<file path="src/rtl/memory_writeback.sv">
// -----------------------------------------------------------------------------
// memory_writeback
//
// Consumer end of the EX/MEM pipeline register. A single instruction is taken
// from execute each time the block is idle and is either
//   * retired directly (ALU result written to the register file next edge), or
//   * turned into a data-memory or accelerator-bus transaction, during which
//     the upstream pipeline is frozen through oStall.
// The writeback register (oWbEn/oWbDest/oWbData) is also the forwarding source
// for execute; oForward tells execute which of its operands should take it.
//
// Ports
//   clk, rst_n                 clock (rising edge), asynchronous active-low reset
//   iAluOut, iData2, iDest     ALU result / memory address, store data, dest reg
//   iAlutoReg, iMemtoReg,      writeback selects
//   iBustoReg
//   iMemRead, iMemWrite,       operation flags (priority MemWrite > MemRead >
//   iBusWrite, iBustoReg       BusWrite > BustoReg(bus read))
//   iExSr1, iExSr2             source registers of the instruction in execute
//   oDmemAddr/WData/Re/We      data-memory request (registered, held to iDmemValid)
//   iDmemValid, iDmemRData     data-memory completion and read data
//   oBusReq/Wr/Addr/WData      bus request (registered, held to ack or timeout)
//   iBusAck, iBusRData         bus completion and read data
//   oBusErr                    one-cycle pulse when a bus transaction timed out
//   oStall                     freeze upstream pipeline (combinational)
//   oWbEn/oWbDest/oWbData      register-file write port (registered)
//   oForward                   [0] forward to ALU input 1, [1] to input 2 / store
// -----------------------------------------------------------------------------
module memory_writeback #(
  parameter int DATA_W      = 16,
  parameter int REG_AW      = 4,
  parameter int BUS_TIMEOUT = 255,
  parameter int TO_W        = 8
) (
  input  logic              clk,
  input  logic              rst_n,
  input  logic [DATA_W-1:0] iAluOut,
  input  logic [DATA_W-1:0] iData2,
  input  logic [REG_AW-1:0] iDest,
  input  logic              iAlutoReg,
  input  logic              iMemtoReg,
  input  logic              iBustoReg,
  input  logic              iMemRead,
  input  logic              iMemWrite,
  input  logic              iBusWrite,
  input  logic [REG_AW-1:0] iExSr1,
  input  logic [REG_AW-1:0] iExSr2,
  output logic [DATA_W-1:0] oDmemAddr,
  output logic [DATA_W-1:0] oDmemWData,
  output logic              oDmemRe,
  output logic              oDmemWe,
  input  logic              iDmemValid,
  input  logic [DATA_W-1:0] iDmemRData,
  output logic              oBusReq,
  output logic              oBusWr,
  output logic [DATA_W-1:0] oBusAddr,
  output logic [DATA_W-1:0] oBusWData,
  input  logic              iBusAck,
  input  logic [DATA_W-1:0] iBusRData,
  output logic              oBusErr,
  output logic              oStall,
  output logic              oWbEn,
  output logic [REG_AW-1:0] oWbDest,
  output logic [DATA_W-1:0] oWbData,
  output logic [1:0]        oForward
);

  // Last counter value the BUS state may reach; with no ack on that cycle the
  // transaction is abandoned, giving exactly BUS_TIMEOUT cycles of oBusReq.
  localparam logic [TO_W-1:0] TO_LAST = TO_W'(BUS_TIMEOUT - 1);

  typedef enum logic [1:0] {S_IDLE, S_MEM, S_BUS, S_DONE} state_t;
  // Kind of transaction in flight; remembered so DONE knows how to retire it.
  typedef enum logic [1:0] {K_MWR, K_MRD, K_BWR, K_BRD} kind_t;

  state_t            state;
  state_t            state_nx;
  kind_t             kind;
  kind_t             kind_sel;
  logic              any_op;
  logic              mem_sel;
  logic              to_hit;
  logic [TO_W-1:0]   to_cnt;
  logic [DATA_W-1:0] cap_data;

  assign any_op  = iMemWrite | iMemRead | iBusWrite | iBustoReg;
  assign mem_sel = iMemWrite | iMemRead;
  assign to_hit  = (to_cnt == TO_LAST);

  // Operation priority: lower-priority flags are simply ignored.
  always_comb begin
    kind_sel = K_BRD;
    if (iMemWrite)      kind_sel = K_MWR;
    else if (iMemRead)  kind_sel = K_MRD;
    else if (iBusWrite) kind_sel = K_BWR;
  end

  // ---------------------------------------------------------------------------
  // FSM state register
  // ---------------------------------------------------------------------------
  always_ff @(posedge clk or negedge rst_n) begin
    if (!rst_n) state <= S_IDLE;
    else        state <= state_nx;
  end

  // ---------------------------------------------------------------------------
  // FSM next-state logic
  // ---------------------------------------------------------------------------
  always_comb begin
    state_nx = state;
    case (state)
      S_IDLE: if (any_op) state_nx = mem_sel ? S_MEM : S_BUS;
      S_MEM:  if (iDmemValid) state_nx = S_DONE;
      S_BUS:  if (iBusAck || to_hit) state_nx = S_DONE;
      S_DONE: state_nx = S_IDLE;
      default: state_nx = S_IDLE;
    endcase
  end

  // ---------------------------------------------------------------------------
  // FSM combinational outputs
  // ---------------------------------------------------------------------------
  // The stall is masked during reset so the pipeline is released at once even
  // though execute may still be presenting the aborted instruction.
  always_comb begin
    oStall = 1'b0;
    case (state)
      S_IDLE:  oStall = any_op;
      S_MEM:   oStall = 1'b1;
      S_BUS:   oStall = 1'b1;
      default: oStall = 1'b0;
    endcase
    if (!rst_n) oStall = 1'b0;
  end

  assign oForward = {oWbEn & (oWbDest == iExSr2), oWbEn & (oWbDest == iExSr1)};

  // ---------------------------------------------------------------------------
  // Transaction and writeback registers
  // ---------------------------------------------------------------------------
  always_ff @(posedge clk or negedge rst_n) begin
    if (!rst_n) begin
      kind       <= K_MWR;
      to_cnt     <= '0;
      cap_data   <= '0;
      oDmemAddr  <= '0;
      oDmemWData <= '0;
      oDmemRe    <= 1'b0;
      oDmemWe    <= 1'b0;
      oBusReq    <= 1'b0;
      oBusWr     <= 1'b0;
      oBusAddr   <= '0;
      oBusWData  <= '0;
      oBusErr    <= 1'b0;
      oWbEn      <= 1'b0;
      oWbDest    <= '0;
      oWbData    <= '0;
    end else begin
      oBusErr <= 1'b0;
      case (state)
        S_IDLE: begin
          if (any_op) begin
            kind   <= kind_sel;
            oWbEn  <= 1'b0;
            to_cnt <= '0;
            if (mem_sel) begin
              oDmemAddr  <= iAluOut;
              oDmemWData <= iData2;
              oDmemWe    <= iMemWrite;
              oDmemRe    <= ~iMemWrite;
            end else begin
              oBusReq   <= 1'b1;
              oBusWr    <= iBusWrite;
              oBusAddr  <= iAluOut;
              oBusWData <= iData2;
            end
          end else begin
            oWbEn   <= iAlutoReg;
            oWbDest <= iDest;
            oWbData <= iAluOut;
          end
        end
        S_MEM: begin
          if (iDmemValid) begin
            oDmemRe <= 1'b0;
            oDmemWe <= 1'b0;
            if (kind == K_MRD) cap_data <= iDmemRData;
          end
        end
        S_BUS: begin
          to_cnt <= to_cnt + TO_W'(1);
          // An ack arriving on the final allowed cycle still wins.
          if (iBusAck) begin
            oBusReq  <= 1'b0;
            cap_data <= iBusRData;
          end else if (to_hit) begin
            oBusReq  <= 1'b0;
            cap_data <= '0;
            oBusErr  <= 1'b1;
          end
        end
        S_DONE: begin
          oWbDest <= iDest;
          oWbData <= cap_data;
          case (kind)
            K_MRD:   oWbEn <= iMemtoReg;
            K_BRD:   oWbEn <= iBustoReg;
            default: oWbEn <= 1'b0;
          endcase
        end
        default: ;
      endcase
    end
  end

endmodule

</file>
<file path="config.mk">
export PLATFORM = sky130hd
export DESIGN_NAME = memory_writeback
export DESIGN_NICKNAME = d
export VERILOG_FILES = /design/src/rtl/memory_writeback.sv
export SDC_FILE = /design/constraint.sdc
export NUM_CORES = 1
export LEC_CHECK = 0
export CORE_ASPECT_RATIO = 0.5
export CORE_MARGIN = 10
export CORE_UTILIZATION = 49
export DETAILED_ROUTE_END_ITERATION = 16
export GPL_TIMING_DRIVEN = 0
export HOLD_SLACK_MARGIN = 0.06
export PLACE_DENSITY = 0.85
export SLEW_MARGIN = 20
export SYNTH_ARGS = -nofsm -noshare
export SYNTH_HDL_FRONTEND = slang
export SYNTH_SLANG_ARGS = --single-unit
</file>
<file path="constraint.sdc">
create_clock -name clk -period 4.6 [get_ports clk]
set_input_delay 0.92 -clock clk [delete_from_list [all_inputs] [get_ports clk]]
set_output_delay 0.92 -clock clk [all_outputs]
set_load 0.01 [all_outputs]
</file>
### After elaboration in Yosys (flattened, before gate mapping)

Cells that the tools add are included.

| storage, ports and cells | value |
|---|---|
| register bits | 118 |
| output and inout bits | 93 |

| operators by class | value |
|---|---|
| reduce and logical (&&, ||, !) cells | 16 |
| bitwise gates (word level) | 7 |
| equality and inequality tests | 16 |
| add/sub/neg operators | 1 |
| mux-type cells | 39 |

Operators with widths:

| operator | count |
|---|---|
| 16-bit 2-to-1 mux | 5 |
| 16-bit case mux with 2 select lines | 2 |
| 8-bit case mux with 2 select lines | 1 |
| 1-bit 2-to-1 mux | 15 |
| 2-bit inequality test, second input constant | 7 |
| 2-bit 2-to-1 mux | 6 |
| 1-bit case mux with 2 select lines | 6 |
| 4-bit AND reduction | 3 |
| 3-bit AND reduction | 3 |
| 8-bit by 1-bit adder with 8-bit output, second input constant | 1 |
| 4-bit equality test | 2 |
| 8-bit equality test, second input constant | 1 |
| 8-bit 2-to-1 mux | 1 |
| 2-bit case mux with 4 select lines | 1 |
| 4-bit case mux with 2 select lines | 1 |
| 2-bit nonzero test | 4 |
| 2-bit equality test, second input constant | 3 |
| 2-bit AND reduction | 3 |
| 2-bit by 1-bit equality test with 1-bit output, second input constant | 2 |
| 4-bit 2-to-1 mux | 1 |
| 3-bit inequality test, second input constant | 1 |
| 1-bit bitwise OR | 3 |
| 1-bit AND | 2 |
| 2-bit zero test | 1 |
| other kinds (3) | 4 |

### Logic depth before layout (Yosys ltp)

Gate-level depths: netlist of run 1.

| logic depth | value |
|---|---|
| depth in word-level cells | 5 |
| mapped depth | 9 |

### Least setup slack after synthesis of run 1

OpenSTA, ideal clock, no wires.

| timing path | value |
|---|---|
| kind | input-to-output |
| start point | input iMemWrite |
| end point | output oStall |
| stages | 4 |
| setup slack | 1826 ps |
| data arrival time | 1854 ps |
| path buffers | 1 |
| path through | buf_4 -> or4_4 -> a21oi_1 -> nor3b_1 |

| between the ends | value |
|---|---|
| longest elaborated chain between the ends | 5 |

RTL lines:

| item | line | source |
|---|---|---|
| start: declaration | 44 | `input logic iMemWrite,` |
| 1-bit bitwise OR (3 in series) | 86 | `assign any_op = iMemWrite \| iMemRead \| iBusWrite \| iBustoReg;` |
| 1-bit case mux with 2 select lines | 127 | `case (state)` |
| 1-bit 2-to-1 mux | 133 | `if (!rst_n) oStall = 1'b0;` |
| end: declaration | 61 | `output logic oStall,` |

Every way passes these cells.

### Final worst setup path of run 1

| timing path | value |
|---|---|
| start point | input iBusWrite |
| end point | output oStall |

| between the ends | value |
|---|---|
| longest elaborated chain between the ends | 4 |

RTL lines:

| item | line | source |
|---|---|---|
| start: declaration | 45 | `input logic iBusWrite,` |
| 1-bit bitwise OR (2 in series) | 86 |  |
| 1-bit case mux with 2 select lines | 127 |  |
| 1-bit 2-to-1 mux | 133 |  |

Every way passes these cells.

==> metrics.txt, run 1 <==
largest net degree at the start of global routing=71; Sink Count=118; initial antenna violation count=0; Worst Path Required=3680 ps; most frequent cells in the layout=175 x clkdlybuf4s50_1, 118 x dfrtp_1, 59 x mux2_2; leakage power=3.401 nW; clock latency on the worst-skew pair=410 ps; Slew Limit Fails=0; ANT nets after route=0; Slowest-stage cell, CP=or4_4; RSZ-0062 raised after global routing=false; final wirelength=15.57 mm; Reg2Reg Launch Point=state[1]; crit-path max cell delay=580 ps; vias in the first global route=4306; sequential share of the synthesized area=0.5573; clock buffer count from CTS=17; Yosys Warn Count=0; Layout area overhead=48.97%; clock skew=6.913 ps; Syn Nets=486; synthesis-stage register bit count=118; Vias/cell=5.346; crit path from=iBusWrite; FMAX=0.2645 GHz; Iter 0 DRT Violations=193; Clk pin slew, worst setup/hold paths=50 ps; Post-CTS Resized=0; core area=0.01038 sq mm; area of the die=0.01563 sq mm; drt wl/cell=21.04 microns; Unique masters post-synth=41; DR DRC count=0; routed via count=3956; Port Buffers=176; Max Cap Viol=0; reg2reg path depth=7; I/O pin count=179; hpwl dp=11.51 mm; Hold Crit Class=in -> async; setup violators final=0; critical path type=in -> out; Worst EP arrival=2860 ps; worst slew pin tran=873.4 ps; critical path startpoint category=input port; Mapped Cells=393; outcome=finished clean; DP Area=0.007264 sq mm; TritonCTS clock tree=yes; buffer count from post-CTS setup fixing=0; Initial Util=0.5106; Final Instance Count excl. Fillers=740; clock root cell=clkbuf_16; Design Power=0.005854 W; Clock Tree Buf Depth=2; endpoint class of the critical path=primary output; GR Overflow Total=0; maximum VDD drop=0.3575 mV; pwr dens=741.6 mW/mm^2; row cnt=26; Final min period=3780 ps; Final Hold Vio Count=0; nets@finish=682; Slew HR=0.4011; First-pass DRT Iterations=4; crit-path most repeated cell=clkdlybuf4s50_1; CP cell instances=clkdlybuf4s50_1 > or4_4 > a21oi_1 > nor3b_1 > clkdlybuf4s50_1; Syn Area/Cell=13.48 sq um; routability cong.=0.8407; n_diodes=0; Worst Path Max Fanout=5; htree depth=4; CTS hold repair buffers=0; fillcell total=658; height of the die=93.53 microns; first-pass GRT wire length=24.14 mm; design area=0.007894 sq mm; fraction of layout cells with a size suffix above 1=0.2267; synthesized area=0.005299 sq mm; All-Layer GR Usage=0.1961; Placed Cells=710; most common cell after layout, fill and taps aside=clkdlybuf4s50_1; final worst path period share=0.8218; DIE WIDTH=167.1 microns
[worst paths after layout]
check	endpoint	slack (ps)
setup / recovery	oStall	820
hold / removal	oDmemWe	450
setup reg to reg	oWbData[11]	1940
hold reg to reg	oWbData[0]	490
max in group asynchronous	oBusAddr[2]	3460
min in group clk	oWbData[0]	490
[sequential cells by signal, summed over array words and instances (netlist names)]
signal	cells
oBusReq	1
oDmemWe	1
oBusAddr	16
to_cnt	8
oWbEn	1
oBusWData	16
oBusErr	1
kind	2
oDmemWData	16
oDmemAddr	16
state	2
oBusWr	1
oDmemRe	1
oWbData	16
oWbDest	4
cap_data	16
[layout make-up]
type,count,area [sq um],share of cell area
buffer,21,126.4,0.01601
clock buffer,21,480.5,0.06087
clock inverter,9,148.9,0.01886
inverter,9,33.78,0.004280
multi-input combinational,245,2186,0.2769
sequential,118,2953,0.3741
tap,140,175.2,0.02219
timing repair buffer,177,1790,0.2268
[critical path, delay by kind of cell]
kind / cells / cell delay, ps
AO/OA/AOI/OAI: 1 / 220
buffers and inverters: 2 / 1070
AND/OR/NAND/NOR: 2 / 650
[Yosys cell counts]
cell type / instances / area, sq um
a22oi_1: 1 / 7.510
o2111ai_1: 3 / 26.28
nor4_1: 2 / 12.51
nand2b_1: 2 / 12.51
nor2b_1: 1 / 6.260
a22o_1: 18 / 157.7
xor2_1: 4 / 35.03
o21ai_1: 1 / 5.000
nand2_4: 1 / 11.26
o22ai_1: 2 / 12.51
a21oi_1: 7 / 35.03
nor4_4: 1 / 21.27
o21ai_0: 27 / 135.1
inv_1: 8 / 30.03
or4_4: 1 / 11.26
xnor2_1: 5 / 43.79
mux2_2: 59 / 664.4
clkinv_1: 1 / 3.750
a21o_1: 1 / 7.510
nor3_4: 1 / 16.27
o211a_1: 1 / 10.01
mux2i_1: 22 / 220.2
nand2_1: 28 / 105.1
a222oi_1: 1 / 10.01
buf_2: 5 / 25.02
nor4b_1: 1 / 8.760
buf_1: 2 / 7.510
or3_1: 1 / 6.260
nor3b_1: 1 / 7.510
dfrtp_1: 118 / 2953
ha_1: 7 / 87.58
a211oi_1: 2 / 15.01
nand3_1: 3 / 15.01
nor2_1: 9 / 33.78
nand4_1: 2 / 12.51
buf_6: 4 / 45.04
buf_4: 3 / 22.52
mux2_4: 28 / 420.4
clkbuf_1: 7 / 26.28
and2_1: 1 / 6.260
or2_2: 1 / 6.260
[metal layers]
layer  track usage  wire, microns  up-vias
li1              -              -     1811
met1        0.2177           6006     2024
met2        0.3526           8457      102
met3       0.05723            828       19
met4       0.07631            280        0
met5             0              0        -
[cell families after synthesis]
group,count (synthesis),synth area share
fa+ha+maj,7,0.01653
compound gates,64,0.07957
flops,118,0.5573
buf+inv,30,0.03022
mux,109,0.2463
simple gates,56,0.05526
xor+xnor,9,0.01487
[power by group]
group / leakage (nW) / switching, W / total [W] / internal, W
logic: 1.64 / 0.00110 / 0.00259 / 0.00149
registers: 1.44 / 0.000310 / 0.00185 / 0.00154
clock network: 0.315 / 0.000465 / 0.00142 / 0.000955
total: 3.40 / 0.00187 / 0.00585 / 0.00398
[stage by stage]
step / util / TNS, ps / hold WS [ps] / worst slack, ps
finish: 0.7607 / 0 / 451.7 / 819.8
global route: 0.7607 / 0 / 474.3 / 646.5
CTS: 0.7607 / 0 / 463.0 / 830.2
detailed placement: 0.7000 / 0 / 472.5 / 837.4
global placement: 0.6973 / -229540 / 461.0 / -2563
floorplan: - / 0 / 480.3 / 1826
Power figures use the tool's default switching activity.
==> inputs of run 2 (changes only) <==
- CORE_UTILIZATION: 49 -> 41
- PLACE_DENSITY: 0.85 -> 0.76
- clock period: 4.6 -> 3.25 ns (I/O delays scaled with it)
==> metrics.txt, run 2 (synthesis gave the netlist of run 1 again) <==
outcome=finished clean (unchanged); htree depth=4 (unchanged); routability cong.=0.8014 (was 0.8407); Clk pin slew, worst setup/hold paths=50 ps (about the same); row cnt=29 (was 26); worst slew pin tran=968.0 ps (was 873.4 ps); DR DRC count=0 (unchanged); drt wl/cell=19.73 microns (was 21.04 microns); clock skew=13.78 ps (was 6.913 ps); largest net degree at the start of global routing=80 (was 71); final worst slack=94.39 ps (was 819.8 ps); DIE WIDTH=180.8 microns (was 167.1 microns); Final Hold Vio Count=0 (unchanged); end-of-flow core utilization=0.6247 (was 0.7607); r2r setup slk=670 ps (was 1940 ps); First-pass DRT Iterations=5 (was 4); CTS hold repair buffers=0 (unchanged); setup violators final=0 (unchanged); clock root cell=clkbuf_16 (unchanged); n_diodes=0 (unchanged); first-pass GRT wire length=23.87 mm (was 24.14 mm); Worst Path Required=2600 ps (was 3680 ps); leakage power=3.391 nW (was 3.401 nW); FMAX=0.3169 GHz; maximum VDD drop=0.5134 mV (was 0.3575 mV); routed via count=3873 (was 3956); Layout area overhead=49.30% (was 48.97%); Initial Util=0.4184 (was 0.5106); Internal=0.005577 W (was 0.003980 W); TritonCTS clock tree=yes (unchanged); Clock Tree Buf Depth=2 (unchanged); clock latency on the worst-skew pair=400 ps (was 410 ps); core area=0.01266 sq mm (was 0.01038 sq mm); Max Cap Viol=0 (unchanged); clock buffer count from CTS=17 (unchanged); Port Buffers=176 (unchanged); sw frac=0.3186 (was 0.3201); buffer count from post-CTS setup fixing=0 (unchanged); hpwl dp=11.20 mm (was 11.51 mm); Final min period=3156 ps; nets@finish=680 (was 682); P_sw=0.002607 W (was 0.001874 W); GR Overflow Total=0 (unchanged); most frequent cells in the layout=175 x clkdlybuf4s50_1, 118 x dfrtp_1, 59 x mux2_2 (unchanged); Worst EP arrival=2510 ps (was 2860 ps); initial antenna violation count=0 (unchanged); clock network fraction of total power=0.236 (was 0.243); Worst Hold Margin=157.9 ps (was 451.7 ps); Sink Count=118 (unchanged); Iter 0 DRT Violations=234 (was 193); Placed Cells=740 (was 710); final wirelength=15.15 mm (was 15.57 mm); All-Layer GR Usage=0.1650 (was 0.1961); ANT nets after route=0 (unchanged); critical path type=in -> out (unchanged); pwr dens=1034 mW/mm^2 (was 741.6 mW/mm^2); Seq pwr share=0.316 (about the same); Hold Crit Class=in -> async (unchanged); combinational share of power=0.448 (was 0.442); Vias/cell=5.043 (was 5.346); Worst Path Max Fanout=5 (unchanged); vias in the first global route=4317 (was 4306); endpoint class of the critical path=primary output (unchanged); fillcell total=983 (was 658); final worst path period share=0.9710; height of the die=100.4 microns (was 93.53 microns); Slew HR=0.3362 (was 0.4011); Slew Limit Fails=0 (unchanged); I/O pin count=179 (unchanged); area of the die=0.01815 sq mm (was 0.01563 sq mm); fraction of layout cells with a size suffix above 1=0.2291 (was 0.2267); most common cell after layout, fill and taps aside=clkdlybuf4s50_1 (unchanged); post-place setup slack=80.07 ps (was 837.4 ps); RSZ-0062 raised after global routing=false (unchanged); Final Instance Count excl. Fillers=768 (was 740); critical path startpoint category=input port (unchanged)
run 2: changes by cell type in the layout (fill, tap and decap cells not counted):
cell / delta
buf_1: -2
buf_2: +1
bufinv_16: -1
clkbuf_1: -1
clkbuf_8: +1
clkinv_2: -1
clkinvlp_4: +1
run 2: what timing repair did:
item / in CTS / in global routing
gates resized for setup: 1 / 0
endpoints found under the hold margin: 0 / 0
endpoints found under the setup margin: 1 / 1
run 2: layer usage:
layer | wire length [microns] | up-vias | global-route usage
met5 | 0 | - | 0
met4 | 203 | 0 | 0.04887
met3 | 671 | 14 | 0.04093
met2 | 8099 | 90 | 0.3038
met1 | 6178 | 1969 | 0.1872
li1 | - | 1800 | -
run 2: worst paths after layout:
| check | endpoint | cells after the start | startpoint |
|---|---|---|---|
| max | oStall | 5 | iBusWrite |
| min | to_cnt[5] | 1 | rst_n |
| max reg2reg | oWbData[12] | 5 | state[1] |
| min reg2reg | oWbData[14] | 2 | oWbData[14] |
| max in group asynchronous | oDmemAddr[5] | 2 | rst_n |
| min in group clk | oWbData[14] | 2 | oWbData[14] |
run 2: power by group through the flow:
stage | clock, W | sequential [W] | combinational [W]
finish | 0.00193 | 0.00259 | 0.00366
CTS | 0.00197 | 0.00259 | 0.00372
detailed placement | 0 | 0.00260 | 0.00369
global placement | 0 | 0.00257 | 0.00363
floorplan | 0 | 0.00281 | 0.00166
global route | 0.00203 | 0.00268 | 0.00393
run 2: per-stage QoR:
step | instance area (sq um) | power [W] | setup TNS [ps]
2_1_floorplan | 5299 | 0.004468 | 0
3_3_place_gp | 7273 | 0.006200 | -372090
3_5_place_dp | 7302 | 0.006283 | 0
4_1_cts | 7915 | 0.008277 | 0
5_1_grt | 7911 | 0.008644 | 0
6_report | 7911 | 0.008184 | 0
run 2: area by class of cell:
type	count	area, sq um	share of cell area
Clock inverter	8	121.4	0.01534
Timing Repair Buffer	177	1790	0.2263
Multi-Input combinational cell	245	2186	0.2763
Clock buffer	22	494.2	0.06247
Sequential cell	118	2953	0.3732
Buffer	19	120.1	0.01518
Inverter	9	33.78	0.004270
Tap cell	170	212.7	0.02689
run 2: critical path: stages:
cell,delay [ps]
clkdlybuf4s50_1,500
or4_4,570
a21oi_1,200
nor3b_1,70
clkdlybuf4s50_1,520
